$ cat config.mk
export PLATFORM = sky130hd
export DESIGN_NAME = frame_bank_scheduler
export DESIGN_NICKNAME = d
export VERILOG_FILES = /design/src/rtl/frame_bank_scheduler.sv
export SDC_FILE = /design/constraint.sdc
export NUM_CORES = 1
export LEC_CHECK = 0
export ABC_AREA = 1
export CORE_ASPECT_RATIO = 1.25
export CORE_UTILIZATION = 45
export CTS_CLUSTER_DIAMETER = 60
export DETAILED_ROUTE_END_ITERATION = 7
export GPL_ROUTABILITY_DRIVEN = 0
export PLACE_DENSITY = 0.7
export SYNTH_ARGS = -nofsm -noshare
export SYNTH_HDL_FRONTEND = slang
export SYNTH_SLANG_ARGS = --single-unit
$ cat constraint.sdc
create_clock -name DCK -period 3 [get_ports DCK]
set_clock_uncertainty 0.2 [all_clocks]
set_input_delay 0.3 -clock DCK [delete_from_list [all_inputs] [get_ports DCK]]
set_output_delay 0.3 -clock DCK [all_outputs]
set_load 0.005 [all_outputs]
$ cat src/rtl/frame_bank_scheduler.sv
// Ping-pong ownership controller for two frame SRAM banks: receiver writes one bank
// while the scan engine bursts whole frames out of the other, dropping frames it cannot keep.
module frame_bank_scheduler #(
  parameter int AW          = 9,
  parameter int FRAME_WORDS = 512
) (
  input  logic          DCK,
  input  logic          rst,
  input  logic          wr_strobe,
  output logic          wr_en1,
  output logic          wr_en2,
  output logic [AW-1:0] wr_addr,
  output logic          wr_bank,
  input  logic          rd_start,
  output logic          rd_cen1,
  output logic          rd_cen2,
  output logic [AW-1:0] rd_addr,
  output logic          rd_valid,
  output logic          rd_last,
  output logic          rd_busy,
  output logic          frame_ready,
  output logic          frame_drop,
  output logic          rd_nodata
);

  typedef enum logic [1:0] {
    BANK_EMPTY,
    BANK_FILLING,
    BANK_FULL,
    BANK_READING
  } bank_state_t;

  typedef enum logic [1:0] {
    RD_IDLE,
    RD_READ,
    RD_DRAIN
  } rd_state_t;

  localparam logic [AW-1:0] LAST_WORD = AW'(FRAME_WORDS - 1);

  bank_state_t   bank_reg  [2];
  bank_state_t   bank_next [2];
  logic          wr_bank_reg, wr_bank_next;
  logic [AW-1:0] wcnt_reg, wcnt_next;
  logic [AW-1:0] wr_addr_reg;
  logic [1:0]    wr_en_n_reg;
  logic          frame_drop_reg, frame_drop_next;

  rd_state_t     rd_state_reg, rd_state_next;
  logic          rd_sel_reg, rd_sel_next;
  logic [AW-1:0] rcnt_reg, rcnt_next;
  logic          rd_valid_reg, rd_last_reg;
  logic          rd_nodata_reg, rd_nodata_next;

  logic          full_any;
  logic          full_sel;
  logic          grant;
  logic          wr_done;
  logic          other_bank;
  logic          other_busy;

  assign full_any   = (bank_reg[0] == BANK_FULL) || (bank_reg[1] == BANK_FULL);
  assign full_sel   = (bank_reg[1] == BANK_FULL);
  assign grant      = (rd_state_reg == RD_IDLE) && rd_start && full_any;
  assign wr_done    = wr_strobe && (wcnt_reg == LAST_WORD);
  assign other_bank = ~wr_bank_reg;
  // A FULL bank can only be the non-write bank, so a grant this edge claims it for the reader;
  // the reader keeps that frame and the just-completed one is the one discarded.
  assign other_busy = (bank_reg[other_bank] == BANK_READING) || grant;

  always_comb begin
    bank_next[0]    = bank_reg[0];
    bank_next[1]    = bank_reg[1];
    wr_bank_next    = wr_bank_reg;
    wcnt_next       = wcnt_reg;
    frame_drop_next = 1'b0;
    if (wr_strobe) begin
      if (wr_done) begin
        wcnt_next = '0;
        if (other_busy) begin
          bank_next[wr_bank_reg] = BANK_EMPTY;
          frame_drop_next        = 1'b1;
        end else begin
          bank_next[wr_bank_reg] = BANK_FULL;
          wr_bank_next           = other_bank;
          if (bank_reg[other_bank] == BANK_FULL) begin
            bank_next[other_bank] = BANK_EMPTY;
            frame_drop_next       = 1'b1;
          end
        end
      end else begin
        wcnt_next              = wcnt_reg + 1'b1;
        bank_next[wr_bank_reg] = BANK_FILLING;
      end
    end
    if (grant) begin
      bank_next[full_sel] = BANK_READING;
    end
    if (rd_state_reg == RD_DRAIN) begin
      bank_next[rd_sel_reg] = BANK_EMPTY;
    end
  end

  always_comb begin
    rd_state_next  = rd_state_reg;
    rd_sel_next    = rd_sel_reg;
    rcnt_next      = rcnt_reg;
    rd_nodata_next = 1'b0;
    case (rd_state_reg)
      RD_IDLE: begin
        if (rd_start) begin
          if (full_any) begin
            rd_state_next = RD_READ;
            rd_sel_next   = full_sel;
            rcnt_next     = '0;
          end else begin
            rd_nodata_next = 1'b1;
          end
        end
      end
      RD_READ: begin
        if (rcnt_reg == LAST_WORD) begin
          rd_state_next = RD_DRAIN;
          rcnt_next     = '0;
        end else begin
          rcnt_next = rcnt_reg + 1'b1;
        end
      end
      RD_DRAIN: begin
        rd_state_next = RD_IDLE;
      end
      default: begin
        rd_state_next = RD_IDLE;
      end
    endcase
  end

  always_ff @(posedge DCK) begin
    if (rst) begin
      bank_reg[0]    <= BANK_EMPTY;
      bank_reg[1]    <= BANK_EMPTY;
      wr_bank_reg    <= 1'b0;
      wcnt_reg       <= '0;
      wr_addr_reg    <= '0;
      wr_en_n_reg    <= 2'b11;
      frame_drop_reg <= 1'b0;
      rd_state_reg   <= RD_IDLE;
      rd_sel_reg     <= 1'b0;
      rcnt_reg       <= '0;
      rd_valid_reg   <= 1'b0;
      rd_last_reg    <= 1'b0;
      rd_nodata_reg  <= 1'b0;
    end else begin
      bank_reg[0]    <= bank_next[0];
      bank_reg[1]    <= bank_next[1];
      wr_bank_reg    <= wr_bank_next;
      wcnt_reg       <= wcnt_next;
      if (wr_strobe) begin
        wr_addr_reg <= wcnt_reg;
      end
      wr_en_n_reg    <= {~(wr_strobe && wr_bank_reg), ~(wr_strobe && !wr_bank_reg)};
      frame_drop_reg <= frame_drop_next;
      rd_state_reg   <= rd_state_next;
      rd_sel_reg     <= rd_sel_next;
      rcnt_reg       <= rcnt_next;
      // SRAM has one cycle of read latency, so valid/last trail the chip enable.
      rd_valid_reg   <= (rd_state_reg == RD_READ);
      rd_last_reg    <= (rd_state_reg == RD_READ) && (rcnt_reg == LAST_WORD);
      rd_nodata_reg  <= rd_nodata_next;
    end
  end

  assign wr_en1      = wr_en_n_reg[0];
  assign wr_en2      = wr_en_n_reg[1];
  assign wr_addr     = wr_addr_reg;
  assign wr_bank     = wr_bank_reg;
  assign rd_cen1     = ~((rd_state_reg == RD_READ) && !rd_sel_reg);
  assign rd_cen2     = ~((rd_state_reg == RD_READ) && rd_sel_reg);
  assign rd_addr     = rcnt_reg;
  assign rd_valid    = rd_valid_reg;
  assign rd_last     = rd_last_reg;
  assign rd_busy     = (rd_state_reg != RD_IDLE);
  assign frame_ready = full_any;
  assign frame_drop  = frame_drop_reg;
  assign rd_nodata   = rd_nodata_reg;

endmodule

==> run metrics <==
run status=complete, no violations; fillers=approximately 360; mux contribution to synthesized area=0%; Slew headroom=74.1%; gr usage total=a little under a fifth; XOR/XNOR Fraction of Synth Area=0.480%; Adder-Cell Fraction of Synth Area=around 2.7%; Initial Utilization=a little under half; crit-path max cell delay=between 0.3 and 0.4 ns; Critical Path AT=roughly 2.1 ns; Die Span Y=73.2 um; Post-synth top cells=nand2_1, dfxtp_1, nor2_1; later-pin clock latency in the skew report=between 0.2 and 0.3 ns; post-synth top area cell=dfxtp_1; Synth async-reset ratio=0%; routed len/inst=around 11 um; crit path buf inv count=1; Startpoint Class=flop; simple-gate share of the synthesized area=about a third; ANT cells=0; DP Wirelength=~2.7 mm; core area=3820 um^2; Final Max Slew Viols=0; DR iter-0 viols=57; DRC=0; leading register cell type out of synthesis=dfxtp_1; CP Capture Type=flop; Min Hold Slack=0.267 ns; share of cells above drive strength 1=between 10% and 20%; Final min period=slightly above 2 ns; first-pass GRT wire length=roughly 6 mm; Synth Area in Compound Gates=between 10% and 20%; CTS sink count=41; Post-Route WL=3.70 mm; Layout Area Growth over Synthesis=26.1%; critical path's slowest cell=dfxtp_1; layer with the highest usage=met2; largest net degree at the start of global routing=18; Hold Path Cell Cnt=2; clock-pin slew on the worst setup and hold paths=roughly 0.070 ns; vias=about 1.6k; combinational family with the most area after synthesis=simple AND/OR/NAND/NOR gates; Pleak=between 0.0009 and 0.001 uW; initial antenna violation count=0; via/cell ratio=4.85; P_sw=221 uW; internal power=about 790 uW; worst vdd ir=0.350 mV; Worst path top cell family by delay=simple AND/OR/NAND/NOR gates; Ports=33; Pre-antenna DRT Iters=4; Synth top area share=45.0%; Syn Inst Count=about 250; Max Root-Sink Buffers=2; GR met3 Demand/Resource=between 4 and 5%; Die Span X=between 50 and 60 um; Mapped Nets=255; synth top area cells=dfxtp_1, nand2_1, a21oi_1; Port Buf Inserts=32; hold-critical path endpoint=wr_addr[0]; RSZ-0062 raised after global routing=false; final worst-path cycle share=a little under 70%; min-delay src=wr_addr[0]; CP cell instances=ha_1, and3_1, nand2_1, nor2_1, ha_1, inv_1, nand2_1, a21oi_4, nand2_1, nor2_1; Reg power frac=a little under three fifths; r2r startpoint=rd_addr[0]; CTS Buf Count=5; post-CTS setup buffer count=0; Switching Share=between 20 and 25%; worst-path fanout max=7; Post-Syn Area per Cell=about 7.4 um^2; Syn Std Cell Area=1820 um^2; f_max=484 MHz; post-synthesis cell type count=28; Root Driver=clkbuf_8; power density cells=roughly 440 nW/um^2; Hold Path Class=reg -> reg; post-cts sizing count=0; GR Layer Usage met2=29.5%; TritonCTS clock tree=built; Max-cap violations=0; vias in the first global route=~1.4k; Clk network pwr share=between 30 and 40%; post-synthesis register bit count=41; Final Instance Area=~2300 um^2; Final Hold Vio Count=0; cell mode on critical path=nand2_1; R2R Path End=rd_addr[2]; Crit Path Category=reg -> reg; Post-layout nets=between 200 and 300; CTS hold repair buffers=0; number of routed nets with antenna violations=0; met1 usage=around a quarter; site row count=25; GR Overflow Total=0; worst-case reg-to-reg path depth=10; worst-margin pin slew=0.388 ns; Req. time, crit path=roughly 3.0 ns; EDFF count, synth=0; Final Setup Violations=0; combinational share of power=approximately 5.7%; total negative setup slack=0 ns; area of placed instances=2200 um^2; full die area=approximately 4300 um^2; Ys Warns=0; sequential element share of the synthesized area=between 40% and 50%; H-tree depth=2; setup slack, reg-to-reg=0.93 ns; most numerous cell in the Yosys netlist=nand2_1
==> cells in the final DEF (no fill, tap or decap), drive strengths merged <==
master and n:
o21bai 1, dfxtp 41, or2 1, nor3 8, nand4 3, a211oi 1
nand2 61, o21ai 12, xnor2 1, nand3 15, ha 4, a21oi 27
nor3b 1, clkbuf 7, nor2 35, and3 1, clkinv 1, clkdlybuf4s50 32
o21a 1, inv 28, buf 2
==> worst max path at each step <==
stage / start / end / depth (start not counted)
floorplan: rd_addr[0] / rd_addr[2] / 10
global placement: rd_addr[0] / rd_addr[2] / 10
detailed placement: wr_strobe / wcnt_reg[7] / 7
CTS: rd_addr[0] / rd_addr[7] / 10
global route: wcnt_reg[1] / bank_reg[0][1] / 11
finish: rd_addr[0] / rd_addr[2] / 10
==> power by group through the flow <==
stage	combinational, uW	clock (uW)	sequential (uW)
CTS	58.1	400	560
global placement	57.8	0	573
floorplan	31.2	0	573
detailed placement	57.3	0	573
finish	57.2	392	560
global route	63.7	426	562
==> metal layers <==
layer  part of all wire (%)  up-vias  routed length [um]
met5                      0        -                   0
met3                    4.8        9                 179
met2                     46       49                1710
li1                       -      869                   -
met1                     47      707                1730
met4                    2.1        0                  79
==> worst reg2reg max path, stage by stage, from the launching register on <==
cell,delay (ns)
dfxtp_1,0.35
ha_1,0.26
and3_1,0.22
nand2_1,0.07
nor2_1,0.04
ha_1,0.16
inv_1,0.18
nand2_1,0.15
a21oi_4,0.21
nand2_1,0.08
nor2_1,0.08
==> layout make-up <==
type,count,area [um^2],area share (%)
multi-input cells,172,868,37.8
repair buffers,34,335,14.6
flip-flops and latches,41,821,35.7
well taps,54,67.6,2.94
clock inverters,1,5.00,0.218
inverters,28,105,4.57
clock buffers,7,96.3,4.19
==> kinds of logic (layout without fill, tap and decap cells) <==
group	after synthesis	count (layout)
AND/OR/NAND/NOR	125	125
XOR/XNOR	1	1
adder cells (fa/ha/maj)	4	4
flip-flops	41	41
buffers and inverters	34	70
AO/OA/AOI/OAI	42	42
==> through the flow <==
stage          total power [uW]  worst slack, ns  cells  util [%]
2_1_floorplan               604             1.15    247         -
3_3_place_gp                631            0.962    329      57.6
3_5_place_dp                630            0.955    329      57.6
4_1_cts                    1020            0.949    337      60.2
5_1_grt                    1050            0.705    337      60.2
6_report                   1010            0.933    337      60.2
Power figures use the tool's default switching activity.
